### src/rtl/dcache_pkg.sv
// dcache_pkg: shared widths and controller states for the data cache
package dcache_pkg;
  localparam int LINE_BITS = 128;
  localparam int WORD_BITS = 32;
  localparam int OFFSET_BITS = 4;
  typedef enum logic [2:0] {IDLE, WRITEBACK, WB_GAP, ALLOCATE, FILL} state_t;
endpackage

### src/rtl/dcache_line_store.sv
// dcache_line_store: valid/dirty/tag/data arrays, one combinational read port, one write port
//   rd_*  : combinational read of line rd_index_i
//   wr_*  : whole-line fill (valid=1, dirty=0, new tag) or single-word store (dirty=1)
module dcache_line_store
  import dcache_pkg::*;
#(
  parameter int LINES = 8,
  parameter int IW = $clog2(LINES),
  parameter int TW = 32 - OFFSET_BITS - IW
) (
  input  logic                 clock,
  input  logic                 reset_n,
  input  logic [IW-1:0]        rd_index_i,
  output logic                 rd_valid_o,
  output logic                 rd_dirty_o,
  output logic [TW-1:0]        rd_tag_o,
  output logic [LINE_BITS-1:0] rd_line_o,
  input  logic                 wr_line_en_i,
  input  logic                 wr_word_en_i,
  input  logic [IW-1:0]        wr_index_i,
  input  logic [TW-1:0]        wr_tag_i,
  input  logic [LINE_BITS-1:0] wr_line_i,
  input  logic [1:0]           wr_sel_i,
  input  logic [WORD_BITS-1:0] wr_word_i
);
  logic [LINES-1:0] valid_q, dirty_q;
  logic [TW-1:0] tag_q [LINES];
  logic [LINE_BITS-1:0] data_q [LINES];
  assign rd_valid_o = valid_q[rd_index_i];
  assign rd_dirty_o = dirty_q[rd_index_i];
  assign rd_tag_o = tag_q[rd_index_i];
  assign rd_line_o = data_q[rd_index_i];
  always_ff @(posedge clock or negedge reset_n)
    if (!reset_n) begin
      valid_q <= '0;
      dirty_q <= '0;
    end else if (wr_line_en_i) begin
      valid_q[wr_index_i] <= 1'b1;
      dirty_q[wr_index_i] <= 1'b0;
    end else if (wr_word_en_i)
      dirty_q[wr_index_i] <= 1'b1;
  // tag and data are only meaningful behind valid, so they carry no reset
  always_ff @(posedge clock)
    if (wr_line_en_i) begin
      data_q[wr_index_i] <= wr_line_i;
      tag_q[wr_index_i] <= wr_tag_i;
    end else if (wr_word_en_i)
      data_q[wr_index_i][wr_sel_i*WORD_BITS +: WORD_BITS] <= wr_word_i;
endmodule

### src/rtl/data_cache.sv
// data_cache: direct-mapped write-back, write-allocate data cache
//   cpu_*  : load/store request held until stall low; cpu_read_data valid on a load hit
//   mem_*  : block memory port, request levels with one-cycle completion pulses
module data_cache
  import dcache_pkg::*;
#(
  parameter int LINES = 8
) (
  input  logic                 clock,
  input  logic                 reset_n,
  input  logic                 cpu_read,
  input  logic                 cpu_write,
  input  logic [31:0]          cpu_address,
  input  logic [WORD_BITS-1:0] cpu_write_data,
  output logic [WORD_BITS-1:0] cpu_read_data,
  output logic                 stall,
  output logic                 mem_read,
  output logic                 mem_write,
  output logic [31:0]          mem_read_address,
  output logic [31:0]          mem_write_address,
  output logic [LINE_BITS-1:0] mem_write_data,
  input  logic [LINE_BITS-1:0] mem_read_data,
  input  logic                 mem_read_valid,
  input  logic                 mem_write_done
);
  localparam int IW = $clog2(LINES);
  localparam int TW = 32 - OFFSET_BITS - IW;
  state_t state_q, state_d;
  logic [31:OFFSET_BITS] addr_q, addr_d, blk;
  logic [LINE_BITS-1:0] fill_q, fill_d, rd_line;
  logic [IW-1:0] idx;
  logic [TW-1:0] tag, rd_tag;
  logic rd_valid, rd_dirty, hit, wr_line_en, wr_word_en, unused;
  // the live address is used while idle; the captured one for the rest of a miss
  assign blk = (state_q == IDLE) ? cpu_address[31:OFFSET_BITS] : addr_q;
  assign idx = blk[OFFSET_BITS+IW-1:OFFSET_BITS];
  assign tag = blk[31:OFFSET_BITS+IW];
  assign hit = rd_valid && rd_tag == tag;
  assign unused = ^cpu_address[1:0];
  assign mem_read_address = {addr_q, 4'b0};
  assign mem_write_address = {rd_tag, idx, 4'b0};
  assign mem_write_data = rd_line;
  dcache_line_store #(.LINES(LINES)) u_store (
    .clock(clock),
    .reset_n(reset_n),
    .rd_index_i(idx),
    .rd_valid_o(rd_valid),
    .rd_dirty_o(rd_dirty),
    .rd_tag_o(rd_tag),
    .rd_line_o(rd_line),
    .wr_line_en_i(wr_line_en),
    .wr_word_en_i(wr_word_en),
    .wr_index_i(idx),
    .wr_tag_i(tag),
    .wr_line_i(fill_q),
    .wr_sel_i(cpu_address[3:2]),
    .wr_word_i(cpu_write_data)
  );
  always_comb begin
    state_d = state_q;
    addr_d = addr_q;
    fill_d = fill_q;
    stall = 1'b1;
    mem_read = 1'b0;
    mem_write = 1'b0;
    wr_line_en = 1'b0;
    wr_word_en = 1'b0;
    cpu_read_data = '0;
    case (state_q)
      IDLE: begin
        stall = (cpu_read || cpu_write) && !hit;
        // read and write together is a store
        wr_word_en = cpu_write && hit;
        cpu_read_data = (cpu_read && !cpu_write && hit) ? rd_line[cpu_address[3:2]*WORD_BITS +: WORD_BITS] : '0;
        if (stall) begin
          addr_d = cpu_address[31:OFFSET_BITS];
          state_d = (rd_valid && rd_dirty) ? WRITEBACK : ALLOCATE;
        end
      end
      WRITEBACK: begin
        mem_write = 1'b1;
        state_d = mem_write_done ? WB_GAP : WRITEBACK;
      end
      // one idle cycle so the memory sees a fresh request edge
      WB_GAP: state_d = ALLOCATE;
      ALLOCATE: begin
        mem_read = 1'b1;
        fill_d = mem_read_valid ? mem_read_data : fill_q;
        state_d = mem_read_valid ? FILL : ALLOCATE;
      end
      FILL: begin
        wr_line_en = 1'b1;
        state_d = IDLE;
      end
      default: state_d = IDLE;
    endcase
  end
  always_ff @(posedge clock or negedge reset_n)
    if (!reset_n) begin
      state_q <= IDLE;
      addr_q <= '0;
      fill_q <= '0;
    end else begin
      state_q <= state_d;
      addr_q <= addr_d;
      fill_q <= fill_d;
    end
endmodule

### config.mk
export PLATFORM = sky130hd
export DESIGN_NAME = data_cache
export DESIGN_NICKNAME = d
export VERILOG_FILES = /design/src/rtl/dcache_pkg.sv /design/src/rtl/dcache_line_store.sv /design/src/rtl/data_cache.sv
export SDC_FILE = /design/constraint.sdc
export NUM_CORES = 1
export LEC_CHECK = 0
export CELL_PAD_IN_SITES_DETAIL_PLACEMENT = 2
export CELL_PAD_IN_SITES_GLOBAL_PLACEMENT = 2
export CORE_MARGIN = 3
export CORE_UTILIZATION = 46
export DETAILED_ROUTE_END_ITERATION = 10
export PLACE_DENSITY_LB_ADDON = 0.1
export SLEW_MARGIN = 20
export SYNTH_ARGS = -nofsm -noshare
export SYNTH_HDL_FRONTEND = slang
export SYNTH_SLANG_ARGS = --single-unit
### constraint.sdc
create_clock -name clock -period 12.8 [get_ports clock]
set_input_delay 2.56 -clock clock [delete_from_list [all_inputs] [get_ports clock]]
set_output_delay 2.56 -clock clock [all_outputs]
set_load 0.1 [all_outputs]
==> run_results.csv <==
group,metric,value,unit
outcome,status,"completed",
synthesis,yosysTopAreaCell,"edfxtp_1",
floorplan,core_area,0.121,mm²
clock_tree,cts.sink_count,1399,
final_layout,fin_cells,5788,
route,route.detailed.drc,0,
route,drt-total-wl,243,mm
global_route,grt_max_degree,126,
placement,place_inst,5485,
setup_path,path_class,"input pin to output pin",
clock_tree,ctsResizeCount,0,
synthesis,postSynth.asyncResetShare,12.5,%
clock_tree,tritoncts,"yes",
clock_tree,clk_path_buf_depth,3,
synthesis,synth_top_family_by_area,"compound AO/OA/AOI/OAI gates",
final_layout,n_fill_cell,10630,
route,first_pass_iters,6,
synthesis,synth_ff_type,"edfxtp_1",
timing,period_share,85.4,%
clock_tree,cts_buffers,153,
global_route,global_route.usage.total,38.2,%
synthesis,synthAdderAreaFrac,0.111,%
setup_path,r2r.worst_path.cells,12,
synthesis,synth.area.mux_share,7.85,%
final_layout,final_cell_mix,"edfxtp_1, nand2_1, clkdlybuf4s50_1",
final_layout,seq_area,0.0411,mm²
final_layout,multi_input_area,0.0142,mm²
timing,finalSetupViolCount,0,
synthesis,synth-simple-area-share,6.10,%
global_route,antenna_found_initial,30,
final_layout,layout-area-overhead-vs-synth,19.5,%
route,detailedRoute.firstIterationViolations,5546,
setup_path,cp-start-kind,"input pin",
final_layout,final_common_cell,"edfxtp_1",
route,ant_nets,0,
setup_path,path_max_fanout,17,
synthesis,synth_area,0.0562,mm²
synthesis,synth_edf_count,1224,
synthesis,synth_compound_area_share,10.1,%
synthesis,avgSynthCellArea,15.5,µm²
synthesis,synth_xor_area_share,0.312,%
timing,slew-limit-headroom,12.7,%
route,wl_met2,117,mm
route,vias_per_cell,6.79,
floorplan,dieArea,0.126,mm²
setup_path,critPathCapture,"stall",
setup_path,r2r_slack,4280,ps
job,maxCapViolCount,0,
clock_tree,htreeDepth,4,
floorplan,die_x,355,µm
final_layout,drive_gt1_share,14.6,%
clock_tree,cts-root-buf,"clkbuf_16",
synthesis,yosysTopAreaCellShare,65.4,%
timing,rsz0062_at_grt,"false",
synthesis,netlist_instances,3617,
timing,min_period,10930,ps
floorplan,ios,425,
global_route,grt_pass1_vias,41816,
synthesis,synthDistinctLibCells,74,
setup_path,r2r-end,"u_store.data_q[6][104]",
clock_tree,cts_hold_buf,0,
synthesis,synth_seq_cells,1399,
route,dr.max_layer_used,"met5",
floorplan,initial_utilization,46.6,%
placement,gp_congestion,0.851,
route,dr_total_vias,39324,
synthesis,synthTopCellsByArea,"edfxtp_1, dfrtp_1, a22oi_1",
route,route.met3.wl,23.6,mm
synthesis,yosys_warnings,0,
clock_tree,clk_latency,780,ps
global_route,grt_remaining_overflow,0,
timing,finalSetupTns,0,ps
setup_path,crit_arrival,8370,ps
timing,max_freq,0.0915,GHz
timing,fin_skew,37.0,ps
route,met1_length,85.8,mm
placement,port_buffers,414,
clock_tree,clkTransAtPathRegs,60,ps
final_layout,fin_nets,4235,
setup_path,worst_ep_required_time,10240,ps
floorplan,rows,127,
placement,dp_hpwl,151,mm
setup_path,cp-startpoint,"cpu_address[6]",
synthesis,yosysSeqAreaShare,73.2,%
timing,whs,479,ps
hold_path,worstHoldPathType,"flop to flop",
timing,hold_violations,0,
setup_path,cp-end-kind,"output pin",
setup_path,rr_startpoint,"state_q[0]",
floorplan,die_y,355,µm
route,wire_per_inst,42.0,µm
clock_tree,cts_setup_buffers,0,
timing,tightest_slew,1310,ps
global_route,grt_pass1_wl,338,mm
timing,maxSlewViolCount,0,
per-layer routing:
layer	GRT usage, %	up-vias
met1	46.9	20662
met2	61.5	2854
li1	-	15077
met4	24.6	12
met5	0	-
met3	8.18	719
metrics by stage:
step	setup slack (ps)	utilization (%)	cell area, µm²
global route	1710	55.6	67100
detailed placement	2050	51.6	62300
finish	1870	55.7	67100
global placement	2200	51.6	62200
floorplan	429	-	56200
CTS	1900	55.6	67000
sequential cells by signal, summed over array words and instances, names as in the netlist, named ones only:
register / cells
u_store.tag_q: 200
u_store.valid_q: 8
fill_q: 128
state_q: 3
u_store.data_q: 1024
addr_q: 28
layout make-up:
| class | count | share of cell area, % |
|---|---|---|
| sequential | 1399 | 61.3 |
| inverter | 34 | 0.190 |
| tap | 1612 | 3.00 |
| multi-input combinational | 1935 | 21.1 |
| clock inverter | 55 | 0.751 |
| antenna | 18 | 0.0671 |
| timing repair buffer | 509 | 7.24 |
| clock buffer | 226 | 6.37 |
synthesized netlist by cell type (all sizes together), types with 8 or more instances:
library cell,instances
edfxtp,1224
nand2,458
a22oi,232
clkbuf,175
dfrtp,175
mux2,172
mux2i,156
o21ai,148
a221oi,115
a22o,92
nand3,85
nor2,84
buf,81
nor2b,42
mux4,39
o211ai,35
inv,34
a21oi,29
o22ai,28
o2111ai,27
nor3b,20
nor3,19
a222oi,14
and2,12
xnor2,12
a2bb2oi,10
or2,9
or4,9
xor2,8
cells by family after synthesis:
family	after synthesis
buffers and inverters	290
other	1
flip-flops	1399
multiplexers	367
AND/OR/NAND/NOR	769
adder cells (fa/ha/maj)	5
AO/OA/AOI/OAI	766
XOR/XNOR	20
worst max-delay path, stage by stage:
cell,delay [ps]
clkdlybuf4s50_1,850
buf_4,420
nor2b_1,730
mux2i_1,640
a211oi_1,470
nor3b_1,140
xor2_1,190
nor4b_1,460
nand2_1,120
nor3_2,480
or2_2,220
nand2_1,50
clkdlybuf4s50_1,1000
how the worst min path moves through the flow:
stage	depth (start not counted)	end	from
after detailed placement	2	u_store.valid_q[6]	u_store.valid_q[6]
after global routing	1	fill_q[5]	fill_q[5]
after global placement	2	u_store.valid_q[5]	u_store.valid_q[5]
after floorplan	2	u_store.valid_q[6]	u_store.valid_q[6]
after CTS	2	u_store.valid_q[6]	u_store.valid_q[6]
final	2	u_store.valid_q[6]	u_store.valid_q[6]
Power is not shown: default switching activity piles up to over one toggle a cycle in this logic, so the estimate is an artifact.
